[config.mk]
export PLATFORM = sky130hd
export DESIGN_NAME = rom_fetch_arbiter
export DESIGN_NICKNAME = d
export VERILOG_FILES = /design/src/rtl/rom_fetch_arbiter.sv
export SDC_FILE = /design/constraint.sdc
export NUM_CORES = 1
export LEC_CHECK = 0
export ABC_AREA = 1
export ABC_CLOCK_PERIOD_IN_PS = 3300
export CAP_MARGIN = 5
export CORE_MARGIN = 1
export CORE_UTILIZATION = 25
export DETAILED_ROUTE_END_ITERATION = 8
export HOLD_SLACK_MARGIN = 0.02
export PLACE_DENSITY = 0.52
export SYNTH_ARGS = -nofsm -noshare
export SYNTH_HDL_FRONTEND = slang
export SYNTH_SLANG_ARGS = --single-unit
[constraint.sdc]
create_clock -name clk -period 3.3 [get_ports clk]
set_clock_uncertainty 0.2 [all_clocks]
set_input_delay 0.33 -clock clk [delete_from_list [all_inputs] [get_ports clk]]
set_output_delay 0.33 -clock clk [all_outputs]
set_load 0.02 [all_outputs]
[src/rtl/rom_fetch_arbiter.sv]
// -----------------------------------------------------------------------------
// rom_fetch_arbiter
//   Shares one byte-wide asynchronous program ROM between the CPU
//   instruction-fetch port (I) and the data-load port (D). Grants alternate
//   between the ports when both ask at once. Only one transaction is in flight
//   at a time. Each transaction reads 1, 2 or 4 bytes, one per cycle, and
//   returns them as a little-endian, zero-extended 32-bit word.
//
//   Handshakes: a request or response transfers on a cycle where valid and
//   ready are both high. The response stays valid, with stable data, until
//   the requester raises rsp_ready.
//
// Ports
//   clk, resetn               clock (rising edge), async active-low reset
//   i_req_valid/ready, i_addr instruction request (always 4 bytes)
//   i_rsp_valid/ready/data    instruction response
//   d_req_valid/ready, d_addr data request
//   d_size                    0=byte, 1=half, 2/3=word
//   d_rsp_valid/ready/data    data response (zero-extended)
//   rom_addr, rom_data        ROM byte address out, combinational byte in
//   busy                      high whenever the FSM is not idle
// -----------------------------------------------------------------------------
module rom_fetch_arbiter #(
   parameter int ADDRESS_WIDTH = 8
) (
   input  logic                     clk,
   input  logic                     resetn,
   input  logic                     i_req_valid,
   output logic                     i_req_ready,
   input  logic [ADDRESS_WIDTH-1:0] i_addr,
   output logic                     i_rsp_valid,
   input  logic                     i_rsp_ready,
   output logic [31:0]              i_rsp_data,
   input  logic                     d_req_valid,
   output logic                     d_req_ready,
   input  logic [ADDRESS_WIDTH-1:0] d_addr,
   input  logic [1:0]               d_size,
   output logic                     d_rsp_valid,
   input  logic                     d_rsp_ready,
   output logic [31:0]              d_rsp_data,
   output logic [ADDRESS_WIDTH-1:0] rom_addr,
   input  logic [7:0]               rom_data,
   output logic                     busy
);

   typedef enum logic [1:0] {
      S_IDLE = 2'd0,
      S_READ = 2'd1,
      S_RESP = 2'd2
   } state_e;

   state_e                   state_q, state_d;
   logic                     last_d_q, last_d_d;   // 1: D was granted last
   logic                     port_d_q, port_d_d;   // 1: transaction belongs to D
   logic [ADDRESS_WIDTH-1:0] base_q, base_d;
   logic [1:0]               last_k_q, last_k_d;   // index of final byte (N-1)
   logic [1:0]               k_q, k_d;             // byte index within READ
   logic [31:0]              asm_q, asm_d;         // assembly register

   logic grant_is_d;
   logic acc_i;
   logic acc_d;

   // On contention the port that was not served last wins.
   assign grant_is_d = (i_req_valid && d_req_valid) ? ~last_d_q : d_req_valid;

   // Gated by resetn so both readies are 0 while reset is asserted, even if a
   // requester is already holding valid high.
   assign acc_i = resetn && (state_q == S_IDLE) && i_req_valid && !grant_is_d;
   assign acc_d = resetn && (state_q == S_IDLE) && d_req_valid &&  grant_is_d;

   // State register
   always_ff @(posedge clk or negedge resetn) begin
      if (!resetn) begin
         state_q  <= S_IDLE;
         last_d_q <= 1'b1;
         port_d_q <= 1'b0;
         base_q   <= '0;
         last_k_q <= 2'd0;
         k_q      <= 2'd0;
         asm_q    <= 32'd0;
      end else begin
         state_q  <= state_d;
         last_d_q <= last_d_d;
         port_d_q <= port_d_d;
         base_q   <= base_d;
         last_k_q <= last_k_d;
         k_q      <= k_d;
         asm_q    <= asm_d;
      end
   end

   // Next-state logic
   always_comb begin
      state_d  = state_q;
      last_d_d = last_d_q;
      port_d_d = port_d_q;
      base_d   = base_q;
      last_k_d = last_k_q;
      k_d      = k_q;
      asm_d    = asm_q;
      case (state_q)
         S_IDLE: begin
            if (acc_i || acc_d) begin
               state_d  = S_READ;
               port_d_d = acc_d;
               last_d_d = acc_d;
               base_d   = acc_d ? d_addr : i_addr;
               k_d      = 2'd0;
               asm_d    = 32'd0;
               if (acc_d) begin
                  case (d_size)
                     2'd0:    last_k_d = 2'd0;
                     2'd1:    last_k_d = 2'd1;
                     default: last_k_d = 2'd3;
                  endcase
               end else begin
                  last_k_d = 2'd3;
               end
            end
         end
         S_READ: begin
            case (k_q)
               2'd0:    asm_d[7:0]   = rom_data;
               2'd1:    asm_d[15:8]  = rom_data;
               2'd2:    asm_d[23:16] = rom_data;
               default: asm_d[31:24] = rom_data;
            endcase
            if (k_q == last_k_q) begin
               state_d = S_RESP;
               k_d     = 2'd0;
            end else begin
               k_d = k_q + 2'd1;
            end
         end
         S_RESP: begin
            if (port_d_q ? d_rsp_ready : i_rsp_ready) begin
               state_d = S_IDLE;
            end
         end
         default: state_d = S_IDLE;
      endcase
   end

   // Outputs
   always_comb begin
      i_req_ready = acc_i;
      d_req_ready = acc_d;
      busy        = (state_q != S_IDLE);
      i_rsp_valid = (state_q == S_RESP) && !port_d_q;
      d_rsp_valid = (state_q == S_RESP) &&  port_d_q;
      i_rsp_data  = i_rsp_valid ? asm_q : 32'd0;
      d_rsp_data  = d_rsp_valid ? asm_q : 32'd0;
      // Address arithmetic wraps naturally at 2^ADDRESS_WIDTH.
      rom_addr    = (state_q == S_READ) ? (base_q + ADDRESS_WIDTH'(k_q)) : '0;
   end

endmodule
==> run metrics, run 1 <==
outcome=finished clean; Slew @ Worst Pin=0.9802 ns; Mapped Nets=429; max-cap violations=0; site row count=37; die width=106.9 um; Longest Clk Path Bufs=2; adder-cell area share of the yosys netlist=0.03456; Synthesis Warnings=0; VDD IR max=0.3254 mV; Cell Area, Synth=0.002751 mm^2; Remaining DRCs=0; Setup WS pre-CTS=0.6242 ns; commonest non-fill, non-tap cell in the layout=clkdlybuf4s50_1; WL/cell=12.67 um; WHS Endpoint=last_d_q; simple-gate share of the synthesized area=0.3170; total number of vias=2,673; critical path's slowest cell=clkdlybuf4s50_1; syn avg cell area=7.055 um^2; Congestion Overflow GR=0; PostCTS Resize Cnt=0; diodes inserted=0; R2R Setup Slk=1.14 ns; Root Buffer=clkbuf_8; vias in the first global route=2,621; top cell type's share of synthesized area=0.4275; area grow syn2layout=48.02%; CP max stage delay=0.62 ns; Die Height=106.9 um; Detailed Route Iter0 Violations=129; Num CTS Buffers=5; CTS tree=done; TritonRoute pass-1 iters=4; cell seen most often among critical-path stages=nand2_1; hold path startpoint=last_d_q; Crit Path Class=register to output port; FF-to-FF path depth=5; Hold WC Path Type=register to register; initial antenna violation count=0; fin. max-slew vios=0; xor/xnor share of the synthesized area=0.003183; CP Cell Sequence=ha_1 > fa_1 > nand2_1 > nor2_1 > nand2_1 > o21ai_0 > a21oi_1 > clkdlybuf4s50_1; RSZ-0062 raised after global routing=false; Critical Path AT=2.49 ns; most frequent cells in the layout=107 x clkdlybuf4s50_1, 98 x nand2_1, 85 x nor2_1; All-Layer GR Usage=0.1481; vias per cell=4.229; Unique masters post-synth=26; remaining antenna violation count=0; CTS Sinks=48; cell taking the most area after synthesis=dfrtp_1; Final min period=3.021 ns; register bit total from synthesis=48; Setup WS post-layout=0.2785 ns; fin nets=534; IO Count=109; Routed WL=8009 um; placed wire-length estimate=6076 um; largest cells by area after synthesis=dfrtp_1 43%, nand2_1 13%, nor2_1 12%; PwrDens=694.8 mW/mm^2; Clock transition at path regs=0.09 ns; Synth Area in Compound Gates=0.09186; Critical Path RT=2.77 ns; layout cells sized above 1=0.04839; mux contribution to synthesized area=0; CP max FO=7; Crit Reg-Reg Startpoint=state_q[1]; htree depth=2; Die ar.=0.01143 mm^2; Final Util=0.3875; global placement routability congestion=0.7851; first-pass GRT wire length=13,260 um; part of the cycle the worst path needs=0.9156; Hold Vio Cnt, Final=0; startpoint types=register; slew margin rel.=0.3458; worst-skew pair later-pin latency=0.30 ns; Cells after Synth=390; fmax=331.0 MHz; worst hold stages=2; CP endpoint kind=output port; sequential-to-total area share from yosys stat=0.4370; final count of negative-setup-slack endpoints=0; leakage power=0.001861 uW; largest net degree at the start of global routing=36; TNS Setup=0 ns; Initial Utilization=0.2618; IO buf count=108; Critical R2R Capture=asm_q[31]; largest family of logic cells by synthesized area=simple AND/OR/NAND/NOR gates; Core ar.=0.01051 mm^2
[per-layer routing]
| layer | wire (um) | GRT usage | up-vias |
|---|---|---|---|
| met5 | 0 | 0 | - |
| met3 | 623 | 0.04195 | 6 |
| met2 | 3698 | 0.2498 | 94 |
| met1 | 3634 | 0.1898 | 1190 |
| met4 | 52 | 0.02642 | 0 |
| li1 | - | - | 1383 |
[worst max-delay path by stage]
stage	from	endpoint	slack, ns	cells past startpoint
2_1_floorplan	k_q[0]	rom_addr[6]	1.14	7
3_3_place_gp	k_q[0]	rom_addr[6]	0.64	8
3_5_place_dp	k_q[0]	rom_addr[6]	0.62	8
4_1_cts	k_q[0]	rom_addr[6]	0.26	8
5_1_grt	k_q[0]	rom_addr[6]	0.08	8
6_report	k_q[0]	rom_addr[6]	0.28	8
[layout make-up]
class,count,area (um^2)
fill,1135,6436
multi-input combinational,261,1229
sequential,48,1202
timing repair buffer,112,1109
inverter,67,251.5
tap,136,170.2
clock buffer,5,68.82
clock inverter,3,42.54
[state kept, by name, summed over array words and instances (netlist names)]
signal and flops:
asm_q 32, port_d_q 1, last_k_q 2, state_q 2
k_q 2, base_q 8, last_d_q 1
[per-stage QoR]
stage,hold WS [ns],instances,cell area [um^2],total power [uW]
after floorplan,-0.1656,390,2751,1912
after detailed placement,0.1207,623,3951,2425
final,0.2688,632,4073,2830
after CTS,0.2710,632,4073,2868
after global placement,0.1212,623,3951,2401
after global routing,0.2915,632,4073,3115
[cell usage after synthesis]
| cell type | count |
|---|---|
| nand2_1 | 98 |
| nor2_1 | 85 |
| inv_1 | 66 |
| dfrtp_1 | 47 |
| o21ai_0 | 30 |
| nand3_1 | 12 |
| o211ai_1 | 8 |
| a21oi_1 | 7 |
| buf_2 | 7 |
| clkbuf_1 | 6 |
| ha_1 | 6 |
| nand3_2 | 4 |
| a21boi_0 | 1 |
| buf_6 | 1 |
| dfstp_2 | 1 |
| fa_1 | 1 |
| inv_2 | 1 |
| nand2_2 | 1 |
| nand2_4 | 1 |
| nand3_4 | 1 |
| nand4_1 | 1 |
| nand4_4 | 1 |
| nor2_2 | 1 |
| nor2_4 | 1 |
| nor3_1 | 1 |
| xor2_1 | 1 |
[kinds of logic after synthesis]
family / after synthesis
simple gates: 207
compound gates: 46
flops: 48
buf+inv: 81
xor+xnor: 1
fa+ha+maj: 7
[power by group]
group / switching, uW / total (uW) / internal (uW)
sequential: 148 / 975 / 827
clock: 208 / 432 / 224
combinational: 930 / 1420 / 492
[critical path: cells and delay by family, from the launching register on]
kind            cells  cell delay (ns)
buf+inv             1             0.62
compound gates      2             0.22
fa+ha+maj           2             0.66
simple gates        3             0.23
flops               1             0.46
[repair_timing]
action,4_1_cts,5_1_grt
endpoints found under the hold margin,13,0
buffers inserted,0,0
endpoints found under the setup margin,0,0
hold buffers,1,0
(Power assumes the default switching activity.)
==> inputs of run 2 (changes only) <==
ABC_CLOCK_PERIOD_IN_PS = 3050   (was 3300)
clock period = 3.05 ns   (was 3.3 ns; I/O delays follow)
==> run 2 against run 1 <==
Effect of this change: final area grew 1.4%; critical path depth shrank 3; flip-flop and latch count is the same; non-clock buffer count grew 3; cell count grew 0.47%; die area is the same; sequential share of layout area shrank 0.40 points; combinational power grew 9.9%; wire length grew 3.0%; clock power grew 27%; global-route usage is essentially flat; via count grew 2.1%; critical path type is now input pin to output port; critical endpoint is now d_req_ready.
==> run metrics, run 2 (synthesis results as in run 1) <==
Psw=1399 uW (+8.8%); Die ar.=0.01143 mm^2 (unchanged); Initial Utilization=0.2618 (unchanged); Crit Path Class=input pin to output port; htree depth=2 (unchanged); Post-Layout Cell Count=635 (+0.47%); Slew @ Worst Pin=0.4517 ns (-0.5285 ns); startpoint types=input pin; diodes inserted=0 (unchanged); CTS Sinks=48 (unchanged); Hold Vio Cnt, Final=0 (unchanged); Pint=1764 uW (+14%); fin nets=538 (+0.75%); TNS Setup=0 ns (unchanged); global placement routability congestion=0.8122 (+3.5%); PwrDens=766.0 mW/mm^2 (+10%); CP max FO=17 (+10); TritonRoute pass-1 iters=4 (unchanged); first-pass GRT wire length=13,250 um (about the same); Die Height=106.9 um (unchanged); CP endpoint kind=output port; vias per cell=4.296 (+1.6%); Congestion Overflow GR=0 (unchanged); fmax=352.9 MHz; Root Buffer=clkbuf_8; layout cells sized above 1=0.05812 (+0.009729); site row count=37 (unchanged); global routing usage on met3=0.03222 (-0.009726); Detailed Route Iter0 Violations=200 (+55%); Longest Clk Path Bufs=2 (unchanged); largest net degree at the start of global routing=35 (-2.8%); Num CTS Buffers=5 (unchanged); met1 Resource Use GR=0.2008 (+0.01098); max FFs per register=32 (unchanged); Top reg by flops=asm_q; Remaining DRCs=0 (unchanged); area grow syn2layout=50.07%; final count of negative-setup-slack endpoints=0 (unchanged); leakage power=0.001901 uW (+2.1%); Largest regs=asm_q: 32 flops, base_q: 8 flops; total number of vias=2,728 (+2.1%); clock share of power=0.173 (+0.020); Final min period=2.834 ns; remaining antenna violation count=0 (unchanged); GRT Max-Usage Layer=met2; IO Count=109 (unchanged); part of the cycle the worst path needs=0.9291; All-Layer GR Usage=0.1485 (+0.0004350); VDD IR max=0.3633 mV (+12%); CTS tree=done; Reg power frac=0.335 (-0.010); Clock transition at path regs=0.08 ns (about the same); WL/cell=13.00 um (+2.5%); outcome=finished clean; IO buf count=108 (unchanged); commonest non-fill, non-tap cell in the layout=clkdlybuf4s50_1; Switching Fraction=0.4424 (-0.01218); die width=106.9 um (unchanged); Combinational Power Share=0.492 (-0.011); Critical Path RT=2.54 ns (-0.23 ns); Critical Path AT=2.33 ns (-0.16 ns); initial antenna violation count=0 (unchanged); slew margin rel.=0.6988 (+0.3530); placed cell count=624 (+0.16%); Core ar.=0.01051 mm^2 (unchanged); most frequent cells in the layout=106 x clkdlybuf4s50_1, 98 x nand2_1, 84 x nor2_1; worst-skew pair later-pin latency=0.30 ns (about the same); vias in the first global route=2,620 (-0.038%); max-cap violations=0 (unchanged); placed wire-length estimate=6198 um (+2.0%); Routed WL=8252 um (+3.0%); met2 Usage GRT=0.2470 (-0.002765); RSZ-0062 raised after global routing=false; fin. max-slew vios=0 (unchanged); Hold WC Path Type=register to register
[run 2: worst max-delay path, stage by stage]
cell             delay (ns)
dlygate4sd3_1          0.56
buf_2                  0.41
nand4_4                0.30
inv_1                  0.13
clkdlybuf4s50_1        0.62
[run 2: area by class of cell]
cell class	instances	area (um^2)
Fill cell	1090	6380
Multi-Input combinational cell	261	1231
Sequential cell	48	1202
Timing Repair Buffer	115	1134
Inverter	67	255.2
Tap cell	136	170.2
Clock buffer	5	68.82
Clock inverter	2	60.06
Timing Repair inverter	1	7.507
[run 2: path summary, 6_finish.rpt]
path / slack [ns] / endpoint / startpoint / cells past startpoint
max: 0.22 / d_req_ready / resetn / 5
max reg2reg: 1.17 / asm_q[31] / state_q[1] / 5
max in group asynchronous: 1.49 / last_d_q / resetn / 3
min in group asynchronous: 0.34 / state_q[0] / resetn / 2
min: 0.28 / last_d_q / last_d_q / 2
min reg2reg: 0.28 / last_d_q / last_d_q / 2
[run 2: per-layer routing]
| metal | vias up | share of wire |
|---|---|---|
| li1 | 1395 | - |
| met1 | 1225 | 0.47 |
| met2 | 108 | 0.46 |
| met3 | 0 | 0.067 |
| met4 | 0 | 0 |
| met5 | - | 0 |
[run 2: stage by stage]
step	hold slack (ns)	total power, uW	util	cell area, um^2	worst slack (ns)
after floorplan	-0.1906	2068	-	2751	0.9114
after global placement	0.07555	2606	0.3767	3959	0.4362
after detailed placement	0.08069	2634	0.3767	3959	0.4176
after CTS	0.2806	3194	0.3899	4098	0.06511
after global routing	0.3168	3462	0.3929	4129	0.07331
final	0.2766	3163	0.3929	4129	0.2163
[run 2: power groups by stage]
stage / sequential, uW / clock (uW) / combinational [uW]
CTS: 1060 / 560 / 1570
detailed placement: 1070 / 0 / 1560
finish: 1060 / 547 / 1560
global route: 1090 / 581 / 1790
global placement: 1060 / 0 / 1540
floorplan: 1020 / 0 / 1040
[run 2: timing repair]
item,CTS,global route
endpoints found under the hold margin,14,0
resized for setup,0,5
hold buffers,1,0
endpoints found under the setup margin,0,32
buffers inserted,0,2
==> inputs of run 3 (changes only) <==
CORE_ASPECT_RATIO = 1.4   (was default)
==> run 3 against run 2 <==
Effect of this change: the run now ends with negative hold slack left; clock power rose by 15%; critical path type is now register to output port; non-clock buffer count decreased by 3; critical endpoint is now rom_addr[3]; critical path depth is 1 higher; count of clock-buffer cells in the layout stayed put.
==> run metrics, run 3 (synthesis results as in run 1) <==
outcome=finished with violations; failing checks=negative hold slack; part of the cycle the worst path needs=0.9424 (+0.01335); Critical Path AT=2.37 ns (+0.04 ns); Final min period=2.874 ns (+0.04071 ns); IO Count=109 (unchanged); WL/cell=12.52 um (-3.7%); Pint=1812 uW (+2.8%); Detailed Route Iter0 Violations=146 (-27%); R2R Setup Slk=0.84 ns (-0.33 ns); Crit Path Class=register to output port; placed wire-length estimate=6078 um (-1.9%); TritonRoute pass-1 iters=4 (unchanged); first-pass GRT wire length=13,030 um (-1.7%); layout cells sized above 1=0.05040 (-0.007713); most frequent cells in the layout=106 x clkdlybuf4s50_1, 98 x nand2_1, 85 x nor2_1; CTS tree=done; clock share of power=0.195 (+0.022); Core ar.=0.01075 mm^2 (+2.3%); Root Buffer=clkbuf_16; slew margin rel.=0.5876 (-0.1113); Die Height=126.1 um (+18%); remaining antenna violation count=0 (unchanged); CP max FO=7 (-10); htree depth=2 (unchanged); fin nets=534 (-0.74%); startpoint types=register; Largest regs=asm_q: 32 flops, base_q: 8 flops; All-Layer GR Usage=0.1469 (-0.001658); Reg power frac=0.329 (-0.006); commonest non-fill, non-tap cell in the layout=clkdlybuf4s50_1; Routed WL=7973 um (-3.4%); max-cap violations=0 (unchanged); leakage power=0.001903 uW (+0.12%); hold buffer count at CTS=0 (-1); CP endpoint kind=output port; Top reg by flops=asm_q; site row count=45 (+22%); Num CTS Buffers=5 (unchanged); Combinational Power Share=0.476 (-0.016); total number of vias=2,705 (-0.84%); IO buf count=108 (unchanged); Layout fillers=1,146 (+5.1%); area grow syn2layout=50.30%; Remaining DRCs=0 (unchanged); fmax=347.9 MHz (-1.4%); worst-skew pair later-pin latency=0.30 ns (about the same); Psw=1403 uW (+0.27%); Die ar.=0.01143 mm^2 (about the same); TNS Setup=0 ns (unchanged); die width=90.66 um (-15%); VDD IR max=0.5472 mV (+51%); Overall Power=3215 uW (+1.7%); hold_ws=-0.004572 ns (-0.2811 ns); Critical Path RT=2.54 ns (about the same); vias in the first global route=2,646 (+0.99%); vias per cell=4.246 (-1.2%); Congestion Overflow GR=0 (unchanged); Hold WC Path Type=input pin to async pin; global placement routability congestion=0.8550 (+5.3%); Clock transition at path regs=0.07 ns (about the same); Initial Utilization=0.2558 (-0.005970); Slew @ Worst Pin=0.6186 ns (+0.1669 ns); final count of negative-setup-slack endpoints=0 (unchanged); Hold Vio Cnt, Final=2 (+2); RSZ-0062 raised after global routing=false; initial antenna violation count=0 (unchanged); fin. max-slew vios=0 (unchanged); max FFs per register=32 (unchanged); Switching Fraction=0.4364 (-0.006019); Longest Clk Path Bufs=2 (unchanged); CTS Sinks=48 (unchanged); largest net degree at the start of global routing=49 (+40%); PwrDens=777.5 mW/mm^2 (+1.5%); diodes inserted=0 (unchanged)
## run 3: worst max-delay path: stages (launching register included)
cell	delay, ns
dfrtp_1	0.47
ha_1	0.31
nand2_1	0.05
a21boi_0	0.36
o21ai_0	0.13
a21oi_1	0.14
clkdlybuf4s50_1	0.61
## run 3: path summary, 6_finish.rpt
kind / start / endpoint / cells after the start
min reg2reg: asm_q[8] / asm_q[8] / 2
max reg2reg: state_q[0] / asm_q[24] / 6
max in group asynchronous: resetn / asm_q[30] / 2
min: resetn / port_d_q / 2
min in group clk: asm_q[8] / asm_q[8] / 2
max: k_q[1] / rom_addr[3] / 6
## run 3: repair_timing
action                     CTS  global route
resized for setup            0             1
setup buffers                0             0
setup endpoints to repair    0             1
## run 3: metal layers
layer	routed length [um]	global-route usage	part of all wire	up-vias
met5	0	0	0	-
met4	136	0.05503	0.017	0
met3	415	0.03019	0.052	9
met2	4133	0.2652	0.52	93
met1	3287	0.1687	0.41	1212
li1	-	-	-	1391
## run 3: cell type report
class / count / area, um^2 / area share
clock buffers: 5 / 125.1 / 0.03026
clock inverters: 3 / 42.54 / 0.01029
inverters: 67 / 251.5 / 0.06082
multi-input cells: 261 / 1229 / 0.2971
flip-flops and latches: 48 / 1202 / 0.2908
well taps: 141 / 176.4 / 0.04266
repair buffers: 112 / 1109 / 0.2681
## run 3: stage by stage
stage	hold slack, ns	setup slack (ns)	instance area, um^2	cells	utilization
floorplan	-0.1906	0.9114	2751	390	-
global placement	0.2567	0.4177	3965	629	0.3687
detailed placement	0.2595	0.4390	3965	629	0.3687
CTS	0.04525	0.09892	4133	637	0.3843
global route	0.07349	0.02008	4135	637	0.3845
finish	-0.004572	0.1756	4135	637	0.3845
## run 3: power by group through the flow
| stage | Sequential, uW | Combinational, uW | Clock [uW] |
|---|---|---|---|
| 6_report | 1060 | 1530 | 628 |
| 5_1_grt | 1100 | 1750 | 666 |
| 4_1_cts | 1060 | 1560 | 647 |
| 3_5_place_dp | 1070 | 1550 | 0 |
| 3_3_place_gp | 1060 | 1530 | 0 |
| 2_1_floorplan | 1020 | 1040 | 0 |
